==> config.mk <==
export PLATFORM = sky130hd
export DESIGN_NAME = cache_nway
export DESIGN_NICKNAME = d
export VERILOG_FILES = /design/src/rtl/cache_pkg.sv /design/src/rtl/cache_lru.sv /design/src/rtl/cache_nway.sv
export SDC_FILE = /design/constraint.sdc
export NUM_CORES = 2
export LEC_CHECK = 0
export CAP_MARGIN = 5
export CELL_PAD_IN_SITES_DETAIL_PLACEMENT = 1
export CELL_PAD_IN_SITES_GLOBAL_PLACEMENT = 1
export CORE_UTILIZATION = 46
export DETAILED_ROUTE_END_ITERATION = 16
export MAX_ROUTING_LAYER = met4
export PLACE_DENSITY = 0.8
export SYNTH_ARGS = -nofsm -noshare
export SYNTH_HDL_FRONTEND = slang
export SYNTH_HIERARCHICAL = 1
export SYNTH_SLANG_ARGS = --single-unit
==> constraint.sdc <==
create_clock -name clk -period 12.25 [get_ports clk]
set_input_delay 2.45 -clock clk [delete_from_list [all_inputs] [get_ports clk]]
set_output_delay 2.45 -clock clk [all_outputs]
set_load 0.01 [all_outputs]
==> src/rtl/cache_pkg.sv <==
// Shared definitions for the set-associative caches: FSM encoding, bus widths
// and field-width derivations from the WAYS/SETS parameters.
package cache_pkg;

  localparam int BLK_W   = 128;
  localparam int WORD_W  = 32;
  localparam int PADDR_W = 30;
  localparam int MADDR_W = 28;

  typedef enum logic [1:0] {
    S_COMPARE    = 2'd0,
    S_WRITE_BACK = 2'd1,
    S_ALLOCATE   = 2'd2
  } state_e;

  function automatic int idx_w(input int sets);
    return $clog2(sets);
  endfunction

  function automatic int tag_w(input int sets);
    return MADDR_W - $clog2(sets);
  endfunction

  // Also used as the way-index width; a direct-mapped cache still gets one bit.
  function automatic int age_w(input int ways);
    return (ways > 1) ? $clog2(ways) : 1;
  endfunction

endpackage

==> src/rtl/cache_lru.sv <==
// True-LRU age bookkeeping per set: age 0 is most recent, WAYS-1 is oldest.
// Victim is the lowest-index invalid way, otherwise the oldest way.
module cache_lru
  import cache_pkg::*;
#(
  parameter int WAYS = 2,
  parameter int SETS = 4
) (
  input  logic                     clk,
  input  logic                     rst,
  input  logic [idx_w(SETS)-1:0]   i_idx,
  input  logic [WAYS-1:0]          i_valid,
  input  logic                     i_touch,
  input  logic [age_w(WAYS)-1:0]   i_touch_way,
  output logic [age_w(WAYS)-1:0]   o_victim
);

  localparam int AGE_W = age_w(WAYS);

  logic [AGE_W-1:0] r_age [SETS][WAYS];
  logic             w_found;
  logic [AGE_W-1:0] w_touch_age;

  assign w_touch_age = r_age[i_idx][i_touch_way];

  always_ff @(posedge clk or posedge rst) begin
    if (rst) begin
      for (int s = 0; s < SETS; s++)
        for (int w = 0; w < WAYS; w++)
          r_age[s][w] <= AGE_W'(w);
    end else if (i_touch) begin
      // Ages stay a permutation: only ways younger than the touched one move.
      for (int w = 0; w < WAYS; w++) begin
        if (AGE_W'(w) == i_touch_way)
          r_age[i_idx][w] <= '0;
        else if (r_age[i_idx][w] < w_touch_age)
          r_age[i_idx][w] <= r_age[i_idx][w] + 1'b1;
      end
    end
  end

  always_comb begin
    o_victim = '0;
    w_found  = 1'b0;
    for (int w = WAYS - 1; w >= 0; w--) begin
      if (!i_valid[w]) begin
        o_victim = AGE_W'(w);
        w_found  = 1'b1;
      end
    end
    if (!w_found) begin
      for (int w = 0; w < WAYS; w++)
        if (r_age[i_idx][w] == AGE_W'(WAYS - 1))
          o_victim = AGE_W'(w);
    end
  end

endmodule

==> src/rtl/cache_nway.sv <==
// N-way set-associative write-back/write-allocate cache between a 32-bit word
// port and a 128-bit block memory, with saturating hit/miss counters.
module cache_nway
  import cache_pkg::*;
#(
  parameter int WAYS  = 2,
  parameter int SETS  = 4,
  parameter int CNT_W = 32
) (
  input  logic               clk,
  input  logic               proc_reset,
  input  logic               proc_read,
  input  logic               proc_write,
  input  logic [29:0]        proc_addr,
  output logic [31:0]        proc_rdata,
  input  logic [31:0]        proc_wdata,
  output logic               proc_stall,
  output logic               mem_read,
  output logic               mem_write,
  output logic [27:0]        mem_addr,
  input  logic [127:0]       mem_rdata,
  output logic [127:0]       mem_wdata,
  input  logic               mem_ready,
  output logic [CNT_W-1:0]   hit_count,
  output logic [CNT_W-1:0]   miss_count
);

  localparam int IDX_W = idx_w(SETS);
  localparam int TAG_W = tag_w(SETS);
  localparam int WAY_W = age_w(WAYS);

  logic [WAYS-1:0]   r_valid [SETS];
  logic [WAYS-1:0]   r_dirty [SETS];
  logic [TAG_W-1:0]  r_tag   [SETS][WAYS];
  logic [BLK_W-1:0]  r_data  [SETS][WAYS];

  state_e            r_state;
  state_e            w_next;
  logic [WAY_W-1:0]  r_victim;
  logic              r_replay;
  logic [CNT_W-1:0]  r_hit_cnt;
  logic [CNT_W-1:0]  r_miss_cnt;

  logic [IDX_W-1:0]  w_idx;
  logic [TAG_W-1:0]  w_tag;
  logic [1:0]        w_off;
  logic              w_req;
  logic              w_hit;
  logic [WAY_W-1:0]  w_hit_way;
  logic [WAY_W-1:0]  w_victim;
  logic              w_touch;
  logic [BLK_W-1:0]  w_blk;
  logic [BLK_W-1:0]  w_wblk;
  logic              w_mem_read;
  logic              w_mem_write;
  logic [27:0]       w_mem_addr;
  logic [BLK_W-1:0]  w_mem_wdata;

  assign w_idx   = proc_addr[IDX_W+1:2];
  assign w_tag   = proc_addr[29:IDX_W+2];
  assign w_off   = proc_addr[1:0];
  assign w_req   = proc_read | proc_write;
  assign w_touch = (r_state == S_COMPARE) && w_req && w_hit;

  always_comb begin
    w_hit     = 1'b0;
    w_hit_way = '0;
    for (int w = 0; w < WAYS; w++) begin
      if (r_valid[w_idx][w] && (r_tag[w_idx][w] == w_tag)) begin
        w_hit     = 1'b1;
        w_hit_way = WAY_W'(w);
      end
    end
  end

  assign w_blk = r_data[w_idx][w_hit_way];

  always_comb begin
    w_wblk = w_blk;
    w_wblk[{w_off, 5'b0} +: WORD_W] = proc_wdata;
  end

  cache_lru #(.WAYS(WAYS), .SETS(SETS)) u_lru (
    .clk         (clk),
    .rst         (proc_reset),
    .i_idx       (w_idx),
    .i_valid     (r_valid[w_idx]),
    .i_touch     (w_touch),
    .i_touch_way (w_hit_way),
    .o_victim    (w_victim)
  );

  always_comb begin
    w_next      = r_state;
    w_mem_read  = 1'b0;
    w_mem_write = 1'b0;
    w_mem_addr  = '0;
    w_mem_wdata = '0;
    case (r_state)
      S_COMPARE: begin
        if (w_req && !w_hit)
          w_next = (r_valid[w_idx][w_victim] && r_dirty[w_idx][w_victim]) ?
                   S_WRITE_BACK : S_ALLOCATE;
      end
      S_WRITE_BACK: begin
        w_mem_write = 1'b1;
        w_mem_addr  = {r_tag[w_idx][r_victim], w_idx};
        w_mem_wdata = r_data[w_idx][r_victim];
        if (mem_ready) w_next = S_ALLOCATE;
      end
      S_ALLOCATE: begin
        w_mem_read = 1'b1;
        w_mem_addr = proc_addr[29:2];
        if (mem_ready) w_next = S_COMPARE;
      end
      default: w_next = S_COMPARE;
    endcase
  end

  always_ff @(posedge clk or posedge proc_reset) begin
    if (proc_reset) begin
      r_state    <= S_COMPARE;
      r_victim   <= '0;
      r_replay   <= 1'b0;
      r_hit_cnt  <= '0;
      r_miss_cnt <= '0;
      for (int s = 0; s < SETS; s++) begin
        r_valid[s] <= '0;
        r_dirty[s] <= '0;
      end
    end else begin
      r_state <= w_next;
      case (r_state)
        S_COMPARE: begin
          r_replay <= 1'b0;
          if (w_req && w_hit) begin
            // The access replayed after a fill was already counted as a miss.
            if (!r_replay && (r_hit_cnt != {CNT_W{1'b1}}))
              r_hit_cnt <= r_hit_cnt + 1'b1;
            if (proc_write)
              r_dirty[w_idx][w_hit_way] <= 1'b1;
          end else if (w_req) begin
            r_victim <= w_victim;
            if (r_miss_cnt != {CNT_W{1'b1}})
              r_miss_cnt <= r_miss_cnt + 1'b1;
          end
        end
        S_ALLOCATE: begin
          if (mem_ready) begin
            r_valid[w_idx][r_victim] <= 1'b1;
            r_dirty[w_idx][r_victim] <= 1'b0;
            r_replay                 <= 1'b1;
          end
        end
        default: ;
      endcase
    end
  end

  // Payload arrays need no reset; the valid bits gate every use of them.
  always_ff @(posedge clk) begin
    if (w_touch && proc_write)
      r_data[w_idx][w_hit_way] <= w_wblk;
    if ((r_state == S_ALLOCATE) && mem_ready) begin
      r_data[w_idx][r_victim] <= mem_rdata;
      r_tag[w_idx][r_victim]  <= w_tag;
    end
  end

  assign proc_stall = (r_state != S_COMPARE) || (w_req && !w_hit);
  assign proc_rdata = ((r_state == S_COMPARE) && proc_read && !proc_write && w_hit) ?
                      w_blk[{w_off, 5'b0} +: WORD_W] : '0;
  assign mem_read   = w_mem_read;
  assign mem_write  = w_mem_write;
  assign mem_addr   = w_mem_addr;
  assign mem_wdata  = w_mem_wdata;
  assign hit_count  = r_hit_cnt;
  assign miss_count = r_miss_cnt;

endmodule
==> flow_summary.json <==
{
  "cp_max_fo": 85,
  "critPathLaunchType": "input pin",
  "avgViaCountPerCell": 6.24,
  "antenna_found_initial": 33,
  "cts_tree": "built",
  "place_hpwl_microns": 116000,
  "wirelength_microns": 189000,
  "multi_input_comb_area_sq_um": 19800,
  "fp.dieH_microns": 363,
  "power.density_nw_per_um2": 166,
  "layout_common_cells": "1232 x edfxtp_1, 447 x clkdlybuf4s50_1, 344 x mux4_2",
  "wl_per_cell_microns": 32.6,
  "grt_pass1_vias": 38100,
  "gr-total-overflow": 0,
  "cts_setup_buffers": 0,
  "die_x_microns": 363,
  "grtUsageTotal_pct": 29.5,
  "min_period_ps": 10450,
  "syn_area_sq_um": 59900,
  "status": "finished clean",
  "drc": 0,
  "cts-root-buf": "clkbuf_16",
  "h-tree-depth": 4,
  "grt_max_degree": 129,
  "worstMarginPinSlew_ps": 1170,
  "avgSynthCellArea_sq_um": 17.3,
  "nFillCells": 11700,
  "swShare_pct": 26.5,
  "ys_ff_latch": 1324,
  "ys_async_sr_fraction_pct": 6.95,
  "cts_buffers": 143,
  "synth_cell_types": 60,
  "ctsHoldBuffers": 0,
  "nNetsFinal": 4100,
  "ant_nets": 0,
  "clk_pin_slew_ps": 60,
  "rows": 132,
  "timing.hold.ws_ps": 464,
  "finalSetupViolCount": 0,
  "cp-end-kind": "output port",
  "worst-endpoint-arrival_ps": 8000,
  "io_pins": 450,
  "sequentialPowerShare_pct": 47.2,
  "hp-class": "flip-flop to flip-flop",
  "p_total_mw": 11.8,
  "drt-initial-drc-count": 4034,
  "total_leakage_power_nw": 24.5,
  "crit_type": "input pin to output port",
  "place.port_buffers": 449,
  "p_switching_mw": 3.12,
  "rsz0062_at_grt": "no",
  "p_clk_share_pct": 36.0,
  "dieArea_sq_um": 132000,
  "slew_headroom_pct": 21.8,
  "clk_latency_ps": 780,
  "area_growth_pct": 18.6,
  "ir_worst_vdd_uv": 140,
  "firstDrtPassIters": 6,
  "tns_ps": 0,
  "ys.warnings.count": 6,
  "synth-edff-count": 1232,
  "mostFrequentLayoutCell": "edfxtp_1",
  "register_area_sq_um": 39300,
  "cts_buffer_depth": 3,
  "pwr-share-comb_pct": 16.8,
  "slew_viol_final": 0,
  "cts_num_sinks": 1324,
  "drive_gt1_share_pct": 23.5,
  "synth_flop_cell": "edfxtp_1",
  "gp_congestion": 0.892,
  "initial_core_util_pct": 46.3,
  "p_int_mw": 8.65,
  "vias": 36100,
  "final_hold_viol_count": 0,
  "cts-resized-gates": 0,
  "cp_data_required_time_ps": 9800,
  "period_share_pct": 85.3,
  "core_area_sq_um": 129000,
  "clock_skew_ps": 25.1,
  "max_freq_mhz": 95.7,
  "synth_nets": 3662,
  "drv_cap": 0,
  "grt_pass1_wl_microns": 271000,
  "syn_inst": 3457,
  "synth-seq-area-share_pct": 65.6
}
[per-layer routing]
layer	part of all wire, %	vias to the layer above	global-route usage (%)
li1	-	14800	-
met1	39	19100	37.3
met2	49	1864	46.4
met3	9.3	323	6.96
met4	3.3	0	10.6
met5	0	-	-
[cell usage after synthesis (4+ instances only)]
| cell | number | area share (%) |
|---|---|---|
| and3_1 | 16 | 0.17 |
| o221ai_1 | 32 | 0.47 |
| mux4_2 | 344 | 13 |
| xnor2_1 | 72 | 1.1 |
| buf_2 | 28 | 0.23 |
| or2_2 | 11 | 0.11 |
| o21ai_0 | 115 | 0.96 |
| buf_1 | 41 | 0.26 |
| or3_1 | 4 | 0.042 |
| and4_1 | 9 | 0.13 |
| nand2b_1 | 6 | 0.063 |
| buf_4 | 9 | 0.11 |
| ha_1 | 10 | 0.21 |
| nand4b_1 | 5 | 0.073 |
| xor2_1 | 34 | 0.50 |
| clkbuf_1 | 139 | 0.87 |
| nand3_1 | 72 | 0.60 |
| nor3_1 | 22 | 0.18 |
| nand4_1 | 37 | 0.39 |
| nand3b_1 | 5 | 0.063 |
| mux2_2 | 279 | 5.2 |
| mux2i_1 | 286 | 4.8 |
| edfxtp_1 | 1232 | 62 |
| dfstp_2 | 4 | 0.18 |
| nand2_1 | 191 | 1.2 |
| o21ai_1 | 25 | 0.21 |
| nor2b_1 | 160 | 1.7 |
| nor2_1 | 30 | 0.19 |
| dfrtp_1 | 88 | 3.7 |
| nor4b_1 | 6 | 0.088 |
| and2_1 | 14 | 0.15 |
| a21oi_1 | 19 | 0.16 |
| inv_1 | 23 | 0.14 |
| nor4_1 | 20 | 0.21 |
| a22oi_1 | 30 | 0.38 |
[power groups by stage]
stage / Sequential [mW] / Clock, mW / Combinational, mW
5_1_grt: 5.56 / 4.43 / 2.08
4_1_cts: 5.55 / 4.29 / 1.98
2_1_floorplan: 5.60 / 0 / 1.25
3_3_place_gp: 5.62 / 0 / 1.90
3_5_place_dp: 5.64 / 0 / 1.96
6_report: 5.55 / 4.24 / 1.98
[flip-flops by register name, summed over array words and instances, names as in the netlist]
signal and flops:
r_dirty 8, u_lru/r_age 8, miss_count 32, r_state 2, r_replay 1, hit_count 32, r_data 1024, r_valid 8
r_victim 1, r_tag 208
[layout make-up]
cell class,count,area share (%)
Sequential cell,1324,55.3
Multi-Input combinational cell,1890,27.8
Timing Repair Buffer,512,7.16
Clock buffer,173,5.33
Tap cell,1742,3.07
Clock inverter,84,1.04
Inverter,24,0.129
Antenna cell,33,0.116
[final timing paths]
| check | startpoint | end | slack [ps] | depth (start not counted) |
|---|---|---|---|---|
| max reg2reg | r_tag[2][21] | r_data[3][82] | 7260 | 8 |
| min | r_valid[3] | r_valid[3] | 460 | 1 |
| min reg2reg | r_valid[3] | r_valid[3] | 460 | 1 |
| max | proc_addr[2] | proc_rdata[29] | 1800 | 12 |
| max in group asynchronous | proc_reset | hit_count[11] | 9030 | 3 |
| min in group asynchronous | proc_reset | u_lru/r_age[7] | 2010 | 2 |
[stage by stage]
step	setup slack (ps)	cells	util, %	cell area [sq um]
floorplan	1450	3457	-	59900
global placement	1990	5492	51.4	66500
detailed placement	1830	5492	51.4	66500
CTS	1860	5749	54.9	71000
global route	1720	5776	54.9	71100
finish	1800	5782	55.0	71100
[cell families after synthesis]
kind of cell	after synthesis	synth area share (%)
buf+inv	243	1.66
fa+ha+maj	10	0.209
simple gates	617	5.46
flops	1324	65.6
compound gates	248	2.55
mux	909	23.0
xor+xnor	106	1.55
[worst max-delay path, stage by stage]
cell and delay, ps:
buf_8 550, mux4_2 620, xnor2_1 380, nand4_1 200, a2111oi_2 790, nand3_4 310, buf_12 390, buf_4 560
mux4_2 590, nand3_1 140, o221ai_1 250, clkdlybuf4s50_1 550
Note: power is estimated with default switching activity, not from simulation.
